`src/rtl/ps2_host_tx_pkg.sv`:
```
// Shared PS/2 definitions: transmitter FSM encoding, keyboard command bytes and a parity helper.
package ps2_host_tx_pkg;

   typedef enum logic [2:0] {
      StIdle,
      StInhibit,
      StRelease,
      StWaitFirst,
      StSend,
      StWaitAck,
      StWaitIdle,
      StErr
   } tx_state_e;

   localparam logic [7:0] PS2_CMD_SETLED = 8'hED;
   localparam logic [7:0] PS2_CMD_RESET  = 8'hFF;
   localparam logic [7:0] PS2_CMD_ENABLE = 8'hF4;
   localparam logic [7:0] PS2_ACK        = 8'hFA;
   localparam logic [7:0] PS2_BREAK      = 8'hF0;
   localparam logic [7:0] PS2_EXT        = 8'hE0;

   // Odd parity: total count of ones across data and parity bit is odd.
   function automatic logic odd_parity(input logic [7:0] data);
      return ~^data;
   endfunction

endpackage

```
`src/rtl/ps2_line_filter.sv`:
```
// 2-FF synchroniser plus FILTER_LEN-sample debounce for one PS/2 line, with a falling-edge pulse.
module ps2_line_filter #(
   parameter int unsigned FILTER_LEN = 8
) (
   input  logic clk,
   input  logic rst,
   input  logic line_in,
   output logic level,
   output logic fall
);

   localparam int unsigned CW = $clog2(FILTER_LEN + 1);

   logic [1:0]    sync_q;
   logic          level_q;
   logic          fall_q;
   logic [CW-1:0] cnt_q;

   // Idle PS/2 lines float high, so the filter starts at 1.
   always_ff @(posedge clk) begin
      if (rst) begin
         sync_q  <= 2'b11;
         level_q <= 1'b1;
         fall_q  <= 1'b0;
         cnt_q   <= '0;
      end else begin
         sync_q <= {sync_q[0], line_in};
         fall_q <= 1'b0;
         if (sync_q[1] == level_q) begin
            cnt_q <= '0;
         end else if (cnt_q == CW'(FILTER_LEN - 1)) begin
            level_q <= sync_q[1];
            fall_q  <= level_q;
            cnt_q   <= '0;
         end else begin
            cnt_q <= cnt_q + 1'b1;
         end
      end
   end

   assign level = level_q;
   assign fall  = fall_q;

endmodule

```
`src/rtl/ps2_host_tx.sv`:
```
// Host-to-device PS/2 transmitter: inhibit, start bit, 8 data + odd parity + stop, then ACK check.
module ps2_host_tx
   import ps2_host_tx_pkg::*;
#(
   parameter int unsigned INHIBIT_CYC   = 2500,
   parameter int unsigned START_TIMEOUT = 375000,
   parameter int unsigned FRAME_TIMEOUT = 50000,
   parameter int unsigned FILTER_LEN    = 8
) (
   input  logic       clk,
   input  logic       rst,
   input  logic       tx_valid,
   input  logic [7:0] tx_data,
   output logic       tx_ready,
   output logic       tx_busy,
   output logic       tx_done,
   output logic       tx_err,
   input  logic       ps2_c_in,
   input  logic       ps2_d_in,
   output logic       ps2_c_oe,
   output logic       ps2_d_oe
);

   localparam int unsigned MAX_AB  = (INHIBIT_CYC > START_TIMEOUT) ? INHIBIT_CYC : START_TIMEOUT;
   localparam int unsigned MAX_CYC = (MAX_AB > FRAME_TIMEOUT) ? MAX_AB : FRAME_TIMEOUT;
   localparam int unsigned CW      = $clog2(MAX_CYC + 1);

   tx_state_e     state_q, state_d;
   logic [CW-1:0] cnt_q, cnt_d, cnt_inc;
   logic [9:0]    shreg_q, shreg_d;
   logic [3:0]    bitcnt_q, bitcnt_d;
   logic          d_oe_q, d_oe_d;
   logic          done_q, done_d;
   logic [1:0]    d_sync_q;
   logic          c_level, c_fall;
   logic          frame_to;

   ps2_line_filter #(
      .FILTER_LEN(FILTER_LEN)
   ) u_c_filter (
      .clk    (clk),
      .rst    (rst),
      .line_in(ps2_c_in),
      .level  (c_level),
      .fall   (c_fall)
   );

   assign cnt_inc  = (cnt_q == CW'(MAX_CYC)) ? cnt_q : cnt_q + 1'b1;
   assign frame_to = (cnt_q == CW'(FRAME_TIMEOUT - 1));

   always_comb begin
      state_d  = state_q;
      cnt_d    = cnt_q;
      shreg_d  = shreg_q;
      bitcnt_d = bitcnt_q;
      d_oe_d   = d_oe_q;
      done_d   = 1'b0;
      unique case (state_q)
         StIdle: begin
            if (tx_valid) begin
               shreg_d  = {1'b1, odd_parity(tx_data), tx_data};
               bitcnt_d = '0;
               cnt_d    = '0;
               state_d  = StInhibit;
            end
         end
         StInhibit: begin
            if (cnt_q == CW'(INHIBIT_CYC - 1)) begin
               d_oe_d  = 1'b1;
               cnt_d   = '0;
               state_d = StRelease;
            end else begin
               cnt_d = cnt_inc;
            end
         end
         StRelease: begin
            cnt_d   = '0;
            state_d = StWaitFirst;
         end
         StWaitFirst: begin
            if (c_fall) begin
               d_oe_d  = ~shreg_q[0];
               cnt_d   = '0;
               state_d = StSend;
            end else if (cnt_q == CW'(START_TIMEOUT - 1)) begin
               state_d = StErr;
            end else begin
               cnt_d = cnt_inc;
            end
         end
         StSend: begin
            cnt_d = cnt_inc;
            if (c_fall) begin
               // Shift so shreg_q[0] is always the bit currently on the line.
               shreg_d  = {1'b1, shreg_q[9:1]};
               d_oe_d   = ~shreg_q[1];
               bitcnt_d = bitcnt_q + 4'd1;
               if (bitcnt_q == 4'd8) state_d = StWaitAck;
            end else if (frame_to) begin
               state_d = StErr;
            end
         end
         StWaitAck: begin
            cnt_d = cnt_inc;
            if (c_fall) begin
               state_d = d_sync_q[1] ? StErr : StWaitIdle;
            end else if (frame_to) begin
               state_d = StErr;
            end
         end
         StWaitIdle: begin
            cnt_d = cnt_inc;
            if (c_level && d_sync_q[1]) begin
               done_d  = 1'b1;
               state_d = StIdle;
            end else if (frame_to) begin
               state_d = StErr;
            end
         end
         StErr: begin
            state_d = StIdle;
         end
         default: begin
            state_d = StIdle;
         end
      endcase
      if (state_d == StErr || state_d == StIdle) d_oe_d = 1'b0;
   end

   always_ff @(posedge clk) begin
      if (rst) begin
         state_q  <= StIdle;
         cnt_q    <= '0;
         shreg_q  <= '1;
         bitcnt_q <= '0;
         d_oe_q   <= 1'b0;
         done_q   <= 1'b0;
         d_sync_q <= 2'b11;
      end else begin
         state_q  <= state_d;
         cnt_q    <= cnt_d;
         shreg_q  <= shreg_d;
         bitcnt_q <= bitcnt_d;
         d_oe_q   <= d_oe_d;
         done_q   <= done_d;
         d_sync_q <= {d_sync_q[0], ps2_d_in};
      end
   end

   assign tx_ready = (state_q == StIdle);
   assign tx_busy  = (state_q != StIdle);
   assign tx_done  = done_q;
   assign tx_err   = (state_q == StErr);
   assign ps2_c_oe = (state_q == StInhibit);
   assign ps2_d_oe = d_oe_q;

endmodule

```
`config.mk`:
```
export PLATFORM = sky130hd
export DESIGN_NAME = ps2_host_tx
export DESIGN_NICKNAME = d
export VERILOG_FILES = /design/src/rtl/ps2_host_tx_pkg.sv /design/src/rtl/ps2_line_filter.sv /design/src/rtl/ps2_host_tx.sv
export SDC_FILE = /design/constraint.sdc
export NUM_CORES = 1
export LEC_CHECK = 0
export ABC_AREA = 1
export CORE_ASPECT_RATIO = 0.8
export CORE_MARGIN = 1.5
export CORE_UTILIZATION = 30
export CTS_BUF_LIST = sky130_fd_sc_hd__clkbuf_8
export DETAILED_ROUTE_END_ITERATION = 10
export GPL_ROUTABILITY_DRIVEN = 0
export GPL_TIMING_DRIVEN = 0
export SLEW_MARGIN = 20
export SYNTH_ARGS = -nofsm -noshare
export SYNTH_HDL_FRONTEND = slang
export SYNTH_SLANG_ARGS = --single-unit
```
`constraint.sdc`:
```
create_clock -name clk -period 3.37 [get_ports clk]
set_clock_uncertainty 0.1 [all_clocks]
set_input_delay 0.337 -clock clk [delete_from_list [all_inputs] [get_ports clk]]
set_output_delay 0.337 -clock clk [all_outputs]
set_load 0.02 [all_outputs]
```
==> run_results.csv, run 1 <==
group,metric,value,unit
sta,tightest_slew,687,ps
cells_and_area,num_antenna_cells,0,
setup_path,cp_data_required_time,2930,ps
sta,fin_crit_sh,0.669,
grt,grtUsageTotal,0.136,
detailed_routing,drtAntennaViolNets,0,
clock_tree,post_cts_resized,0,
clock_tree,h-tree-depth,2,
job,maxCapViolations,0,
logic_synthesis,synth_top_area_frac,0.329,
logic_synthesis,ys_seq_area_frac,0.329,
logic_synthesis,yosys.area_share.simple,0.397,
setup_path,start_kind,"flip-flop",
cells_and_area,nets,461,
cells_and_area,final_core_util,0.358,
clock_tree,clkTransAtPathRegs,100,ps
sta,drv_slew,0,
sta,period_needed,2250,ps
clock_tree,hold_buffers,0,
floorplan,ioPinCount,19,
power,leakage,1.29,nW
hold_path,holdPathStages,1,
clock_tree,max-clock-path-buffers,2,
hold_path,hold_path_class,"reg2reg",
clock_tree,postCtsSetupRepairBufs,0,
detailed_routing,drt_iter0_drc,188,
logic_synthesis,synth_cell_type_count,39,
detailed_routing,wl,6500,um
sta,clock.fmax,0.443,GHz
logic_synthesis,synth_top_family_by_area,"simple AND/OR/NAND/NOR gates",
sta,rsz0062_at_grt,"no",
power,p_per_area,340,mW/mm^2
logic_synthesis,synthTopCellsByCount,"88 x nor2_1, 75 x nand2_1, 47 x dfxtp_1",
detailed_routing,via_count,2664,
sta,setup_violations,0,
floorplan,core_area,0.00915,mm^2
floorplan,fp.dieH,90.4,um
logic_synthesis,synth-edff-count,0,
logic_synthesis,synthTopCellsByArea,"dfxtp_1 33%, nor2_1 12%, nand2_1 9.8%",
cells_and_area,fin_area,0.00328,mm^2
logic_synthesis,syn-num-nets,436,
sta,slew_headroom,0.542,
logic_synthesis,synth_mux_area_frac,0,
setup_path,endpoint_kind,"primary output",
sta,final_hold_viol_count,0,
clock_tree,cts_tree,"built",
grt,grt_first_pass_wirelength,11500,um
logic_synthesis,ys.warnings.count,0,
grt,antenna_found_initial,0,
power,vdd_drop_max,0.000177,V
floorplan,die_w,112,um
detailed_routing,drt_pass1_iterations,5,
floorplan,die_area,0.0101,mm^2
logic_synthesis,synth-main-ff-cell,"dfxtp_1",
cells_and_area,area_delta_synth_final,14.6,%
setup_path,path_max_fanout,10,
floorplan,rows,31,
setup_path,rr_worst_depth,8,
detailed_routing,vias_per_cell,4.77,
logic_synthesis,synth_adder_area_share,0.0219,
grt,first_global_vias,2504,
placement,post-dp-hpwl,5080,um
grt,grt.overflow.total,0,
logic_synthesis,async_flop_share,0,
setup_path,arrival,1820,ps
sta,hold_ws,320,ps
sta,setup_tns,0,ps
placement,placed_area,0.00319,mm^2
logic_synthesis,syn_area,0.00286,mm^2
logic_synthesis,yosys.cell_count.top_type,"nor2_1",
logic_synthesis,synth-compound-area-share,0.101,
grt,grt_start_max_net_pins,18,
logic_synthesis,synth_top_area_cell,"dfxtp_1",
floorplan,initial_core_util,0.313,
outcome,status,"finished clean",
detailed_routing,wl_per_cell,11.6,um
logic_synthesis,synth_seq_cells,47,
clock_tree,clock-root-buffer,"clkbuf_8",
logic_synthesis,synthCells,418,
logic_synthesis,avgSynthCellArea,6.85,um^2
setup_path,worstSetupPathType,"reg2out",
clock_tree,cts.sinks,47,
cells_and_area,drive_above_1_share,0.110,
detailed_routing,drc_errors,0,
logic_synthesis,synth_xor_area_frac,0.0490,
placement,io_buffers,18,
clock_tree,worstSkewPairLatency,310,ps
clock_tree,cts_buffers,5,
==> metal layers <==
metal	up-vias	wire, um	track usage
li1	1393	-	-
met4	0	63	0.0369
met5	-	0	0
met3	5	469	0.0295
met2	81	2750	0.212
met1	1185	3220	0.191
==> worst max-delay path: stages (launching register included) <==
cell	delay, ps
dfxtp_1	420
inv_2	120
nor2_1	100
nand2_1	90
inv_1	150
clkdlybuf4s50_1	630
==> registers in the layout (all words and copies together), names as in the netlist <==
| signal | count |
|---|---|
| u_c_filter.sync_q | 2 |
| cnt_q | 19 |
| bitcnt_q | 4 |
| u_c_filter.cnt_q | 4 |
| d_sync_q | 2 |
| u_c_filter.fall | 1 |
| ps2_d_oe | 1 |
| shreg_q | 9 |
| u_c_filter.level | 1 |
| state_q | 3 |
| tx_done | 1 |
==> final timing paths <==
check	start	to	slack (ps)
min	u_c_filter.sync_q[0]$_SDFF_PP1_	u_c_filter.sync_q[1]$_SDFF_PP1_	320
max	state_q[0]$_SDFF_PP0_	ps2_c_oe	1120
max reg2reg	cnt_q[0]$_SDFFE_PP0P_	cnt_q[14]$_SDFFE_PP0P_	1350
min reg2reg	u_c_filter.sync_q[0]$_SDFF_PP1_	u_c_filter.sync_q[1]$_SDFF_PP1_	320
==> cell type report <==
cell class | count | area [um^2]
Fill cell | 965 | 5870
Multi-Input combinational cell | 308 | 1630
Sequential cell | 47 | 941
Inverter | 53 | 206
Timing Repair Buffer | 18 | 180
Tap cell | 115 | 144
Buffer | 10 | 83.8
Clock buffer | 5 | 68.8
Clock inverter | 3 | 25.0
==> stage by stage <==
stage / power, mW / setup slack, ps / instances
after floorplan: 0.713 / 1620 / 418
after global routing: 1.16 / 1010 / 559
after CTS: 1.13 / 1100 / 559
after detailed placement: 0.765 / 1410 / 551
final: 1.12 / 1120 / 559
after global placement: 0.762 / 1430 / 551
==> kinds of logic after synthesis <==
logic type | Yosys count
AO/OA/AOI/OAI | 37
AND/OR/NAND/NOR | 250
buffers and inverters | 63
adder cells (fa/ha/maj) | 5
XOR/XNOR | 16
flip-flops | 47
==> cell usage in the layout (no fill, tap or decap), types with 8 or more instances in the layout <==
master,n
o21ai_0,10
dfxtp_1,47
a21oi_1,11
nand2_1,75
xor2_1,9
inv_1,46
clkdlybuf4s50_1,18
nor2_1,88
o311ai_2,8
nand3_1,41
nor3_1,16
==> report_power, final <==
group,internal [mW],switching [mW],total [mW]
Clock,0.152,0.213,0.365
Combinational,0.0715,0.0933,0.165
Sequential,0.574,0.0128,0.587
Power figures use the tool's default switching activity.
==> run 2: changes to the inputs <==
Clock period 3.37 ns to 2.1 ns, I/O delays scaled along.
==> run 2 against run 1 <==
  * Die area did not move
  * Critical path depth fell by 1
  * Critical endpoint is now tx_ready
  * Register-to-register slack got worse by 1200 ps
==> run_results.csv, run 2 (synthesis results as in run 1) <==
group,metric,value,unit
outcome,status,"finished clean",
placement,placed_area,0.00319,mm^2
power,total_power,1.79,mW
floorplan,die_w,112,um
detailed_routing,wl,6550,um
grt,grtUsageTotal,0.136,
clock_tree,post_cts_resized,1,
sta,rsz0062_at_grt,"no",
sta,setup_tns,0,ps
floorplan,die_area,0.0101,mm^2
placement,post-dp-hpwl,5080,um
power,p_int,1.28,mW
power,p_per_area,544,mW/mm^2
detailed_routing,drc_errors,0,
detailed_routing,via_count,2662,
clock_tree,clock-root-buffer,"clkbuf_8",
sta,slew_headroom,0.545,
power,netSwitchingFraction,0.287,
cells_and_area,final_cell_mix,"85 x nor2_1, 75 x nand2_1, 46 x inv_1, 46 x dfxtp_1, 41 x nand3_1",
grt,grt.overflow.total,0,
grt,first_global_vias,2507,
floorplan,fp.dieH,90.4,um
grt,grt_start_max_net_pins,18,
cells_and_area,final_common_cell,"nor2_1",
floorplan,core_area,0.00915,mm^2
setup_path,start_kind,"flip-flop",
clock_tree,h-tree-depth,2,
placement,io_buffers,18,
detailed_routing,drt_pass1_iterations,4,
cells_and_area,nFillCells,970,
power,seqPwrFrac,0.526,
clock_tree,clkTransAtPathRegs,100,ps
cells_and_area,regArea,942,um^2
setup_path,critPathSlowestCell,"clkdlybuf4s50_1",
setup_path,cp_data_required_time,1790,ps
setup_path,max_stage_delay,630,ps
sta,setup_ws,105,ps
hold_path,hold_path_class,"reg2reg",
detailed_routing,wl_per_cell,11.7,um
setup_path,worstSetupPathType,"reg2out",
power,power.switching,0.514,mW
grt,grt_first_pass_wirelength,11500,um
sta,final_hold_viol_count,0,
setup_path,path_max_fanout,10,
clock_tree,worstSkewPairLatency,310,ps
detailed_routing,drt_iter0_drc,180,
sta,fin_crit_sh,0.950,
setup_path,arrival,1680,ps
cells_and_area,top_regs,"cnt_q: 19 flops, shreg_q: 9 flops",
placement,place_ws,139,ps
job,maxCapViolations,0,
sta,tightest_slew,682,ps
clock_tree,cts_tree,"built",
grt,antenna_found_initial,0,
setup_path,crit_family,"buffers and inverters",
floorplan,rows,31,
cells_and_area,regMostFlops,"cnt_q",
setup_path,path_cells,"inv_2 -> nand2_2 -> nor2_2 -> clkdlybuf4s50_1",
power,comb_power_share,0.147,
cells_and_area,multi_input_area,0.00164,mm^2
cells_and_area,drive_above_1_share,0.122,
sta,drv_slew,0,
clock_tree,cts_buffers,5,
sta,clock.fmax,0.501,GHz
cells_and_area,nets,461,
clock_tree,cts.sinks,47,
setup_path,endpoint_kind,"primary output",
detailed_routing,drtAntennaViolNets,0,
power,p_clk_frac,0.328,
detailed_routing,vias_per_cell,4.76,
floorplan,initial_core_util,0.313,
cells_and_area,num_antenna_cells,0,
sta,setup_violations,0,
power,leakage,1.29,nW
sta,period_needed,1990,ps
cells_and_area,largest_register_ffs,19,
power,vdd_drop_max,0.000284,V
cells_and_area,area_delta_synth_final,15.0,%
clock_tree,hold_buffers,0,
floorplan,ioPinCount,19,
clock_tree,max-clock-path-buffers,2,
cells_and_area,fin_area,0.00329,mm^2
setup_path,crit_buf_inv,2,
clock_tree,postCtsSetupRepairBufs,0,
cells_and_area,final_core_util,0.360,
[run 2: changes by cell type in the layout (fill, tap and decap cells not counted), sizes merged]
cell	delta
dlygate4sd2	+1
clkdlybuf4s50	-1
[run 2: power groups by stage]
stage	Clock, mW	Combinational [mW]	Sequential (mW)
after CTS	0.606	0.265	0.942
after global routing	0.631	0.290	0.946
after global placement	0	0.263	0.960
after detailed placement	0	0.266	0.962
final	0.587	0.263	0.942
after floorplan	0	0.187	0.958
[run 2: through the flow]
stage	hold WS [ps]	instances
global placement	294	551
floorplan	214	418
CTS	321	559
detailed placement	295	551
global route	348	559
finish	320	559
[run 2: per-layer routing]
| layer | wire length, um | track usage | up-vias |
|---|---|---|---|
| li1 | - | - | 1392 |
| met1 | 3240 | 0.191 | 1191 |
| met2 | 2790 | 0.212 | 74 |
| met3 | 445 | 0.0302 | 5 |
| met4 | 63 | 0.0369 | 0 |
| met5 | 0 | 0 | - |
[run 2: final cells by class]
class,instances,area share
multi-input cells,308,0.499
flip-flops and latches,47,0.286
inverters,53,0.0627
repair buffers,18,0.0544
well taps,115,0.0437
plain buffers,10,0.0255
clock buffers,5,0.0209
clock inverters,3,0.00760
[run 2: path summary, 6_finish.rpt]
check | depth (start not counted) | start | endpoint | slack [ps]
hold / removal | 1 | u_c_filter.sync_q[0]$_SDFF_PP1_ | u_c_filter.sync_q[1]$_SDFF_PP1_ | 320
setup reg to reg | 12 | cnt_q[1]$_SDFFE_PP0P_ | cnt_q[6]$_SDFFE_PP0P_ | 150
hold reg to reg | 1 | u_c_filter.sync_q[0]$_SDFF_PP1_ | u_c_filter.sync_q[1]$_SDFF_PP1_ | 320
setup / recovery | 4 | state_q[0]$_SDFF_PP0_ | tx_ready | 110
